$ cat config.mk
export PLATFORM = sky130hd
export DESIGN_NAME = auth_msg_receiver
export DESIGN_NICKNAME = d
export VERILOG_FILES = /design/src/rtl/auth_pkg.sv /design/src/rtl/auth_rx_fifo.sv /design/src/rtl/auth_msg_receiver.sv
export SDC_FILE = /design/constraint.sdc
export NUM_CORES = 1
export LEC_CHECK = 0
export CAP_MARGIN = 20
export CORE_MARGIN = 5
export CORE_UTILIZATION = 30
export CTS_BUF_LIST = sky130_fd_sc_hd__clkbuf_8
export DETAILED_ROUTE_END_ITERATION = 12
export GPL_TIMING_DRIVEN = 0
export MAX_ROUTING_LAYER = met4
export PLACE_DENSITY = 0.48
export SLEW_MARGIN = 30
export SYNTH_ARGS = -nofsm -noshare
export SYNTH_HDL_FRONTEND = slang
export SYNTH_SLANG_ARGS = --single-unit
$ cat constraint.sdc
create_clock -name clk -period 9.65 [get_ports clk]
set_input_delay 1.4475 -clock clk [delete_from_list [all_inputs] [get_ports clk]]
set_output_delay 1.4475 -clock clk [all_outputs]
set_load 0.05 [all_outputs]
$ cat src/rtl/auth_pkg.sv
// Shared definitions for the authentication message receiver: message type
// codes, header field offsets, protocol version and FSM state encoding.
package auth_pkg;

  localparam logic [7:0] MSG_DIGESTS         = 8'h01;
  localparam logic [7:0] MSG_CERTIFICATE     = 8'h02;
  localparam logic [7:0] MSG_CHALLENGE_AUTH  = 8'h03;
  localparam logic [7:0] MSG_ERROR           = 8'h7F;
  localparam logic [7:0] MSG_GET_DIGESTS     = 8'h81;
  localparam logic [7:0] MSG_GET_CERTIFICATE = 8'h82;
  localparam logic [7:0] MSG_CHALLENGE       = 8'h83;

  localparam int HDR_VER_LSB  = 24;
  localparam int HDR_TYPE_LSB = 16;

  localparam logic [7:0] PROTOCOL_VERSION_DEF = 8'h01;

  typedef enum logic [5:0] {
    S_IDLE    = 6'b000001,
    S_CAPTURE = 6'b000010,
    S_CHECK   = 6'b000100,
    S_PUSH    = 6'b001000,
    S_DROP    = 6'b010000,
    S_ACK     = 6'b100000
  } state_e;

  function automatic logic is_auth_type(input logic [7:0] msg_type);
    case (msg_type)
      MSG_DIGESTS, MSG_CERTIFICATE, MSG_CHALLENGE_AUTH, MSG_ERROR,
      MSG_GET_DIGESTS, MSG_GET_CERTIFICATE, MSG_CHALLENGE: return 1'b1;
      default: return 1'b0;
    endcase
  endfunction

endpackage

$ cat src/rtl/auth_rx_fifo.sv
// Synchronous FIFO for accepted messages; head word is read combinationally
// from the read pointer so it stays stable until popped.
module auth_rx_fifo #(
  parameter int WIDTH = 97,
  parameter int DEPTH = 4
) (
  input  logic             clk,
  input  logic             rst_n,
  input  logic             push_i,
  input  logic             pop_i,
  input  logic [WIDTH-1:0] wdata_i,
  output logic [WIDTH-1:0] rdata_o,
  output logic             empty_o,
  output logic             full_o
);

  localparam int AW = $clog2(DEPTH);
  localparam logic [AW:0] FULL_CNT = (AW+1)'(DEPTH);

  logic [WIDTH-1:0] mem_q [DEPTH];
  logic [AW-1:0]    wr_ptr_q, rd_ptr_q;
  logic [AW:0]      count_q;
  logic             do_push, do_pop;

  assign empty_o = (count_q == '0);
  assign full_o  = (count_q == FULL_CNT);
  assign do_push = push_i && !full_o;
  assign do_pop  = pop_i && !empty_o;
  assign rdata_o = mem_q[rd_ptr_q];

  // NOTE: storage is deliberately not reset; occupancy is tracked by count_q,
  // so stale words are never visible and the array stays plain RAM.
  always_ff @(posedge clk) begin
    if (do_push) mem_q[wr_ptr_q] <= wdata_i;
  end

  always_ff @(posedge clk or negedge rst_n) begin
    if (!rst_n) begin
      wr_ptr_q <= '0;
      rd_ptr_q <= '0;
      count_q  <= '0;
    end else begin
      if (do_push) wr_ptr_q <= wr_ptr_q + 1'b1;
      if (do_pop)  rd_ptr_q <= rd_ptr_q + 1'b1;
      case ({do_push, do_pop})
        2'b10:   count_q <= count_q + 1'b1;
        2'b01:   count_q <= count_q - 1'b1;
        default: count_q <= count_q;
      endcase
    end
  end

endmodule

$ cat src/rtl/auth_msg_receiver.sv
// Far-end sink for authentication messages: 4-phase valid/Ack capture, header
// checks, FIFO buffering. Optional counters enabled by AUTH_RX_STATS_EN.
module auth_msg_receiver
  import auth_pkg::*;
#(
  parameter int         HEADER_W         = 32,
  parameter int         PAYLOAD_W        = 64,
  parameter int         MSG_LEN          = 128,
  parameter int         DEPTH            = 4,
  parameter logic [7:0] PROTOCOL_VERSION = PROTOCOL_VERSION_DEF
) (
  input  logic                 clk,
  input  logic                 reset,
  input  logic [MSG_LEN-1:0]   auth_msg_in,
  input  logic                 auth_msg_valid,
  input  logic                 usb_mode,
  output logic                 Ack_out,
  output logic                 rx_valid,
  input  logic                 rx_ready,
  output logic [7:0]           rx_msg_type,
  output logic [HEADER_W-1:0]  rx_header,
  output logic [PAYLOAD_W-1:0] rx_payload,
  output logic                 rx_usb,
  output logic                 Error_bad_msg,
  output logic                 fifo_full
`ifdef AUTH_RX_STATS_EN
  ,
  output logic [7:0]           rx_accept_cnt,
  output logic [7:0]           rx_drop_cnt
`endif
);

  // Everything below bmRequestType/bRequest; the raw format fits inside it.
  localparam int          BODY_W   = HEADER_W + 16 + PAYLOAD_W;
  localparam int          ENTRY_W  = HEADER_W + PAYLOAD_W + 1;
  localparam logic [15:0] WLEN_MIN = 16'd4;
  localparam logic [15:0] WLEN_MAX = 16'((HEADER_W + PAYLOAD_W) / 8);

  logic [1:0]           rst_sync_q;
  logic                 rst_n;
  state_e               state_q;
  logic [BODY_W-1:0]    body_q;
  logic                 usb_q;
  logic [HEADER_W-1:0]  hdr_q, hdr_d;
  logic [PAYLOAD_W-1:0] pay_q, pay_d;
  logic [15:0]          wlen_q, wlen_d;
  logic                 ack_q, err_q, push_q;
  logic                 check_pass;
  logic                 fifo_empty, fifo_full_w;
  logic [ENTRY_W-1:0]   fifo_rdata, head;
  logic                 unused_framing;

  assign unused_framing = ^auth_msg_in[MSG_LEN-1:BODY_W];

  // Reset asserts asynchronously and releases on a clock edge.
  always_ff @(posedge clk or negedge reset) begin
    if (!reset) rst_sync_q <= '0;
    else        rst_sync_q <= {rst_sync_q[0], 1'b1};
  end
  assign rst_n = rst_sync_q[1];

  // NOTE: every variable gets a default before the branch so no latch forms.
  always_comb begin
    hdr_d  = body_q[PAYLOAD_W +: HEADER_W];
    wlen_d = '0;
    if (usb_q) begin
      hdr_d  = body_q[PAYLOAD_W + 16 +: HEADER_W];
      wlen_d = body_q[PAYLOAD_W +: 16];
    end
  end
  assign pay_d = body_q[PAYLOAD_W-1:0];

  assign check_pass = (hdr_q[HDR_VER_LSB +: 8] == PROTOCOL_VERSION)
                   && is_auth_type(hdr_q[HDR_TYPE_LSB +: 8])
                   && (!usb_q || (wlen_q >= WLEN_MIN && wlen_q <= WLEN_MAX));

  // NOTE: sequential state uses non-blocking assignments so every register
  // samples pre-edge values regardless of statement order.
  always_ff @(posedge clk or negedge rst_n) begin
    if (!rst_n) begin
      state_q <= S_IDLE;
      body_q  <= '0;
      usb_q   <= 1'b0;
      hdr_q   <= '0;
      pay_q   <= '0;
      wlen_q  <= '0;
      ack_q   <= 1'b0;
      err_q   <= 1'b0;
      push_q  <= 1'b0;
    end else begin
      push_q <= (state_q == S_PUSH);
      err_q  <= (state_q == S_DROP);
      // Ack is guaranteed at least one cycle before it can follow valid low.
      ack_q  <= (state_q == S_ACK) && !(ack_q && !auth_msg_valid);
      case (state_q)
        S_IDLE: begin
          if (auth_msg_valid && !fifo_full_w) begin
            body_q  <= auth_msg_in[BODY_W-1:0];
            usb_q   <= usb_mode;
            state_q <= S_CAPTURE;
          end
        end
        S_CAPTURE: begin
          hdr_q   <= hdr_d;
          pay_q   <= pay_d;
          wlen_q  <= wlen_d;
          state_q <= S_CHECK;
        end
        S_CHECK:        state_q <= check_pass ? S_PUSH : S_DROP;
        S_PUSH, S_DROP: state_q <= S_ACK;
        S_ACK: begin
          if (ack_q && !auth_msg_valid) state_q <= S_IDLE;
        end
        default:        state_q <= S_IDLE;
      endcase
    end
  end

  auth_rx_fifo #(
    .WIDTH (ENTRY_W),
    .DEPTH (DEPTH)
  ) u_fifo (
    .clk     (clk),
    .rst_n   (rst_n),
    .push_i  (push_q),
    .pop_i   (rx_ready),
    .wdata_i ({usb_q, hdr_q, pay_q}),
    .rdata_o (fifo_rdata),
    .empty_o (fifo_empty),
    .full_o  (fifo_full_w)
  );

  // Head fields read as zero while empty so outputs are clean after reset.
  assign head          = fifo_empty ? '0 : fifo_rdata;
  assign rx_valid      = !fifo_empty;
  assign rx_usb        = head[ENTRY_W-1];
  assign rx_header     = head[PAYLOAD_W +: HEADER_W];
  assign rx_payload    = head[PAYLOAD_W-1:0];
  assign rx_msg_type   = rx_header[HDR_TYPE_LSB +: 8];
  assign fifo_full     = fifo_full_w;
  assign Ack_out       = ack_q;
  assign Error_bad_msg = err_q;

`ifdef AUTH_RX_STATS_EN
  logic [7:0] accept_cnt_q, drop_cnt_q;

  always_ff @(posedge clk or negedge rst_n) begin
    if (!rst_n) begin
      accept_cnt_q <= '0;
      drop_cnt_q   <= '0;
    end else begin
      if (state_q == S_PUSH && accept_cnt_q != 8'hFF) accept_cnt_q <= accept_cnt_q + 8'd1;
      if (state_q == S_DROP && drop_cnt_q != 8'hFF)   drop_cnt_q   <= drop_cnt_q + 8'd1;
    end
  end

  assign rx_accept_cnt = accept_cnt_q;
  assign rx_drop_cnt   = drop_cnt_q;
`endif

endmodule

==> metrics, run 1 <==
outcome=completed; mapped cell area=24,500 µm²; Syn Area/Cell=18.9 µm²; synth cell count leaders=388 x edfxtp_1, 242 x dfrtp_1, 119 x mux2_2, 98 x and2_1, 97 x mux4_2; share of cells above drive strength 1=28.4%; setup violators final=0; # hold bufs at CTS=0; P_leak=11.5 nW; Synth-to-Final Area Change=25.6%; sequential fraction of the synthesis area=72.5%; Starting DRT DRC Count=587; detailed-route vias per instance=4.47; cell with the most instances after synthesis=edfxtp_1; Slew headroom=40.8%; worst slew pin tran=888 ps; number of synthesized flops with an enable pin=388; Logic pwr share=38.7%; DRT antenna net count=0; critical path data required time=8200 ps; fraction of registers with async set/reset=38.5%; Post-Route WL=60,400 µm; RSZ-0062 raised after global routing=no; vias in the first global route=13,900; Hold WS=194 ps; number of buffers added on ports=225; fill count=7,545; Synth Flop Type=edfxtp_1; final hold violation count=0; Max Slew Vio Count=0; # Post-CTS Setup Buffers=0; Die ar.=87,400 µm²; Sequential Power Share=38.7%; DRC=0; width of the die=296 µm; Clk pin slew, worst setup/hold paths=60 ps; H-tree depth=3; via count=12,500; Tot GR Track Use=14.3%; IO Pins=242; synth unique cells=41; dpl hpwl=40,100 µm; CP endpoint kind=output pin; FF+latch count, synth=631; root buffer cell=clkbuf_8; switch share=36.6%; Setup crit start kind=register; Num Clock Sinks=631; yosys warns=0; top-area cell type share of the netlist area=47.6%; Clock power frac=22.5%; Data arrival, critical path=3750 ps; NetSw=0.00383 W; Max-cap violations=0; Num CTS Buffers=108; gr ovfl total=0; Crit Path Class=register to output pin; crit share post-route=53.8%; Synthesized Nets=1,437; pin count of the biggest net entering global routing=48; Syn Inst Count=1,298; row count=104; Max Clock Skew=30.6 ps; Starting Density=30.3%; Max clock buf depth=3; Cell Int Power=0.00663 W; Peak VDD IR=0.000185 V; Placer Congestion=0.757; Hold Crit Class=register to asynchronous set/reset pin; DR pass1 iterations=4; FMAX=192 MHz; NumNets Final=1,791; clock latency on the worst-skew pair=690 ps; Crit Path Max Fanout=10; Synth area leaders=edfxtp_1 48%, dfrtp_1 25%, mux4_2 8.9%, mux2_2 5.5%, mux2_4 3.6%; initial antenna violation count=3; area leader, netlist=edfxtp_1; TritonCTS clock tree=built; fin crit period=5200 ps; drt wl/cell=21.5 µm; first-pass GRT wire length=89,900 µm; final setup margin=4450 ps; Power Dens Cells=340 nW/µm²; Core Area=80,700 µm²; Worst Setup Slack post-DPL=4950 ps; height of the chip=296 µm; post-CTS sizing=0
## cell type report
cell class,count,area (µm²),area share [%]
repair buffers,244,2740,8.91
flip-flops and latches,631,17700,57.7
clock buffers,126,1730,5.64
well taps,1060,1330,4.32
plain buffers,76,404,1.32
inverters,8,30.0,0.0977
multi-input cells,583,6330,20.6
diodes,2,5.00,0.0163
clock inverters,78,430,1.40
## power groups by stage
stage | logic, W | registers, W | clock network (W)
after global placement | 0.00409 | 0.00408 | 0
after global routing | 0.00434 | 0.00413 | 0.00259
final | 0.00405 | 0.00405 | 0.00236
after detailed placement | 0.00415 | 0.00411 | 0
after floorplan | 0.00287 | 0.00394 | 0
after CTS | 0.00417 | 0.00406 | 0.00245
## cells by family (layout without fill, tap and decap cells)
family,after synthesis,count (layout),share of synthesized area [%]
AOI/OAI and AO/OA,59,59,1.26
xor gates and xnor gates,6,6,0.215
buffers and inverters,84,532,1.76
other,1,3,0.0153
adders and majority gates,6,6,0.337
muxes,308,308,19.4
and+or+nand+nor,203,203,4.57
DFF,631,631,72.5
## state kept, by name, summed over array words and instances (netlist names)
signal	cells
u_fifo.mem_q	388
body_q	112
pay_q	64
hdr_q	32
wlen_q	16
state_q	6
u_fifo.count_q	3
rst_sync_q	2
u_fifo.rd_ptr_q	2
u_fifo.wr_ptr_q	2
Ack_out	1
Error_bad_msg	1
push_q	1
usb_q	1
## layout by cell type, fill, tap and decap left out, drive strengths merged, types with 2 or more instances in the layout
cell	synthesis	routed
dfrtp	242	242
inv	8	49
bufinv	0	3
and2	98	98
o211ai	2	2
o21ai	53	53
nor2	5	5
mux2	178	178
nand2	67	67
clkdlybuf4s50	0	225
mux4	97	97
xnor2	3	3
nand4	2	2
nor4b	3	3
edfxtp	388	388
clkbuf	30	156
diode	0	2
mux2i	33	33
nor2b	2	2
clkinv	0	31
nor3	3	3
buf	46	65
and3	4	4
xor2	3	3
a21oi	2	2
or3	2	2
nand3	5	5
ha	5	5
nor4	5	5
nand2b	4	4
clkinvlp	0	3
## worst paths after layout
kind	slack, ps	startpoint	cells past startpoint	to
setup / recovery	4450	u_fifo.count_q[0]	8	rx_msg_type[2]
setup reg to reg	7220	u_fifo.count_q[0]	6	body_q[67]
hold / removal	190	rst_sync_q[1]	0	Ack_out
hold reg to reg	190	rst_sync_q[1]	0	Ack_out
min in group clk	350	rst_sync_q[0]	0	rst_sync_q[1]
max in group asynchronous	8580	reset	1	rst_sync_q[1]
## per-layer routing
layer / routed length [µm] / GRT usage, %
met1: 26000 / 18.0
met2: 30600 / 23.9
met3: 2780 / 2.82
met4: 1090 / 3.89
met5: 0 / -
## worst max-delay path: stages, from the launching register on
cell and delay (ps):
dfrtp_1 380, or3_1 120, clkbuf_2 250, buf_16 180, clkbuf_1 380, clkbuf_1 440
and2_1 330, buf_4 170, clkdlybuf4s50_1 800
## through the flow
stage	area, µm²	TNS, ps	std cells	utilization, %	total power, W
2_1_floorplan	24500	0	1298	-	0.00680
4_1_cts	30700	0	2806	38.1	0.0107
3_3_place_gp	28000	-324590	2583	34.8	0.00817
5_1_grt	30700	0	2806	38.1	0.0111
3_5_place_dp	28600	0	2602	35.4	0.00827
6_report	30700	0	2808	38.1	0.0105
Power figures use the tool's default switching activity.
==> run 2: changes to the inputs <==
==> constraint.sdc (replaced) <==
create_clock -name clk -period 5.4 [get_ports clk]
set_input_delay 0.81 -clock clk [delete_from_list [all_inputs] [get_ports clk]]
set_output_delay 0.81 -clock clk [all_outputs]
set_load 0.05 [all_outputs]
==> run 2 against run 1 <==
Net effect: sequential share of layout area fell by 0.25 points; first-iteration DRC count fell by 3.2%; setup slack got worse by 3600 ps; flip-flop and latch count did not move; die area did not move; critical path depth fell by 1; clock power rose by 96%; hold slack improved by 87 ps; largest cell class unchanged.
==> metrics, run 2 (synthesis gave the netlist of run 1 again) <==
row count=104 (unchanged); # hold bufs at CTS=0 (unchanged); number of buffers added on ports=225 (unchanged); DRT antenna net count=0 (unchanged); cell area after layout=30,900 µm² (was 30,700 µm²); Crit Path Max Fanout=10 (unchanged); DR pass1 iterations=5 (was 4); root buffer cell=clkbuf_8 (unchanged); Num CTS Buffers=110 (was 108); worst slew pin tran=912 ps (was 888 ps); outcome=completed (unchanged); Die ar.=87,400 µm² (unchanged); Num Clock Sinks=631 (unchanged); first-pass GRT wire length=89,100 µm (was 89,900 µm); pin count of the biggest net entering global routing=43 (was 48); most frequent cells in the layout=388 x edfxtp_1, 241 x dfrtp_1, 225 x clkdlybuf4s50_1 (unchanged); # Post-CTS Setup Buffers=0 (unchanged); Clk pin slew, worst setup/hold paths=60 ps (about the same); NumNets Final=1,791 (unchanged); via count=12,600 (was 12,500); switch share=36.1% (was 36.6%); detailed-route vias per instance=4.48 (was 4.47); Max-cap violations=0 (unchanged); share of cells above drive strength 1=28.7% (was 28.4%); fill count=7,540 (was 7,545); Cell Int Power=0.0122 W (was 0.00663 W); Crit Path Class=register to output pin (unchanged); Post-Route WL=59,900 µm (was 60,400 µm); Data arrival, critical path=3780 ps (was 3750 ps); dpl hpwl=40,000 µm (was 40,100 µm); TritonCTS clock tree=built (unchanged); Starting Density=30.3% (unchanged); Clock power frac=24.2% (was 22.5%); critical path data required time=4590 ps (was 8200 ps); Tot GR Track Use=14.2% (was 14.3%); Logic pwr share=37.7% (was 38.7%); max reg flops=388 (unchanged); most common cell after layout, fill and taps aside=edfxtp_1 (unchanged); fin crit period=4590 ps; crit share post-route=85.0%; IO Pins=242 (unchanged); Synth-to-Final Area Change=26.1% (was 25.6%); width of the die=296 µm (unchanged); Pwr Total=0.0191 W (was 0.0105 W); FMAX=218 MHz; Sequential Power Share=38.0% (was 38.7%); Slew headroom=39.2% (was 40.8%); H-tree depth=3 (unchanged); CP endpoint kind=output pin (unchanged); Hold Crit Class=input port to asynchronous set/reset pin (was register to asynchronous set/reset pin); vias in the first global route=14,000 (was 13,900); DRC=0 (unchanged); RSZ-0062 raised after global routing=no (unchanged); initial antenna violation count=4 (was 3); post-CTS sizing=0 (unchanged); Max Slew Vio Count=0 (unchanged); Hold WS=282 ps (was 194 ps); Core Area=80,700 µm² (unchanged); gr ovfl total=0 (unchanged); height of the chip=296 µm (unchanged); Reg with most FFs=u_fifo.mem_q (unchanged); DP Area=28,500 µm² (was 28,600 µm²); Max Clock Skew=35.1 ps (was 30.6 ps); Setup crit start kind=register (unchanged); R2R setup slack=3000 ps (was 7220 ps); Max clock buf depth=3 (unchanged); Power Dens Cells=618 nW/µm² (was 340 nW/µm²); P_leak=11.6 nW (was 11.5 nW); Placer Congestion=0.765 (was 0.757); Starting DRT DRC Count=568 (was 587); clock latency on the worst-skew pair=700 ps (was 690 ps); final hold violation count=0 (unchanged); NetSw=0.00690 W (was 0.00383 W); setup violators final=0 (unchanged); drt wl/cell=21.3 µm (was 21.5 µm); largest registers=u_fifo.mem_q x388, body_q x112, pay_q x64 (unchanged); Peak VDD IR=0.000387 V (was 0.000185 V)
[run 2: cell types whose count changed in the layout (fill, tap and decap cells not counted)]
cell	change
bufinv_16	+7
buf_16	-5
buf_12	+3
clkinv_1	-2
clkinvlp_4	-2
clkinv_2	+1
clkinv_8	+1
inv_1	-1
inv_12	+1
inv_6	-1
[run 2: power groups by stage]
stage                     combinational (W)  clock (W)  sequential (W)
after floorplan                     0.00512          0         0.00703
after global placement              0.00730          0         0.00732
after detailed placement            0.00740          0         0.00736
after CTS                           0.00743    0.00480         0.00727
after global routing                0.00773    0.00502         0.00739
final                               0.00720    0.00462         0.00726
[run 2: stage by stage]
step                util (%)  setup WS, ps  TNS [ps]  instances
floorplan                  -          1410         0       1298
global placement        34.8          -723   -384630       2583
detailed placement      35.3          1320         0       2600
CTS                     38.3           514         0       2808
global route            38.3           491         0       2810
finish                  38.3           809         0       2810
[run 2: area by class of cell]
cell class / instances / area (µm²) / share of cell area, %
antenna: 2 / 5.00 / 0.0162
buffer: 76 / 404 / 1.31
clock buffer: 126 / 1730 / 5.62
clock inverter: 82 / 643 / 2.08
inverter: 8 / 30.0 / 0.0973
multi-input combinational: 583 / 6330 / 20.5
sequential: 631 / 17700 / 57.5
tap: 1060 / 1330 / 4.30
timing repair buffer: 242 / 2660 / 8.62
[run 2: layer usage]
layer | track usage [%] | wire (µm)
met4 | 4.14 | 1240
met1 | 17.3 | 25400
met2 | 23.8 | 30300
met5 | - | 0
met3 | 3.13 | 3010
[run 2: final timing paths]
| path | to | startpoint | depth (start not counted) |
|---|---|---|---|
| setup / recovery | rx_msg_type[2] | u_fifo.count_q[0] | 7 |
| hold / removal | rst_sync_q[1] | reset | 1 |
| setup reg to reg | body_q[61] | u_fifo.count_q[0] | 6 |
| hold reg to reg | body_q[52] | rst_sync_q[1] | 0 |
| max in group asynchronous | pay_q[12] | rst_sync_q[1] | 3 |
| min in group clk | rst_sync_q[1] | rst_sync_q[0] | 0 |
[run 2: worst max-delay path, stage by stage (launching register included)]
cell and delay [ps]:
dfrtp_1 380, or3_1 120, clkbuf_2 430, clkbuf_1 420, clkbuf_1 450, and2_1 340, buf_4 150, clkdlybuf4s50_1 790
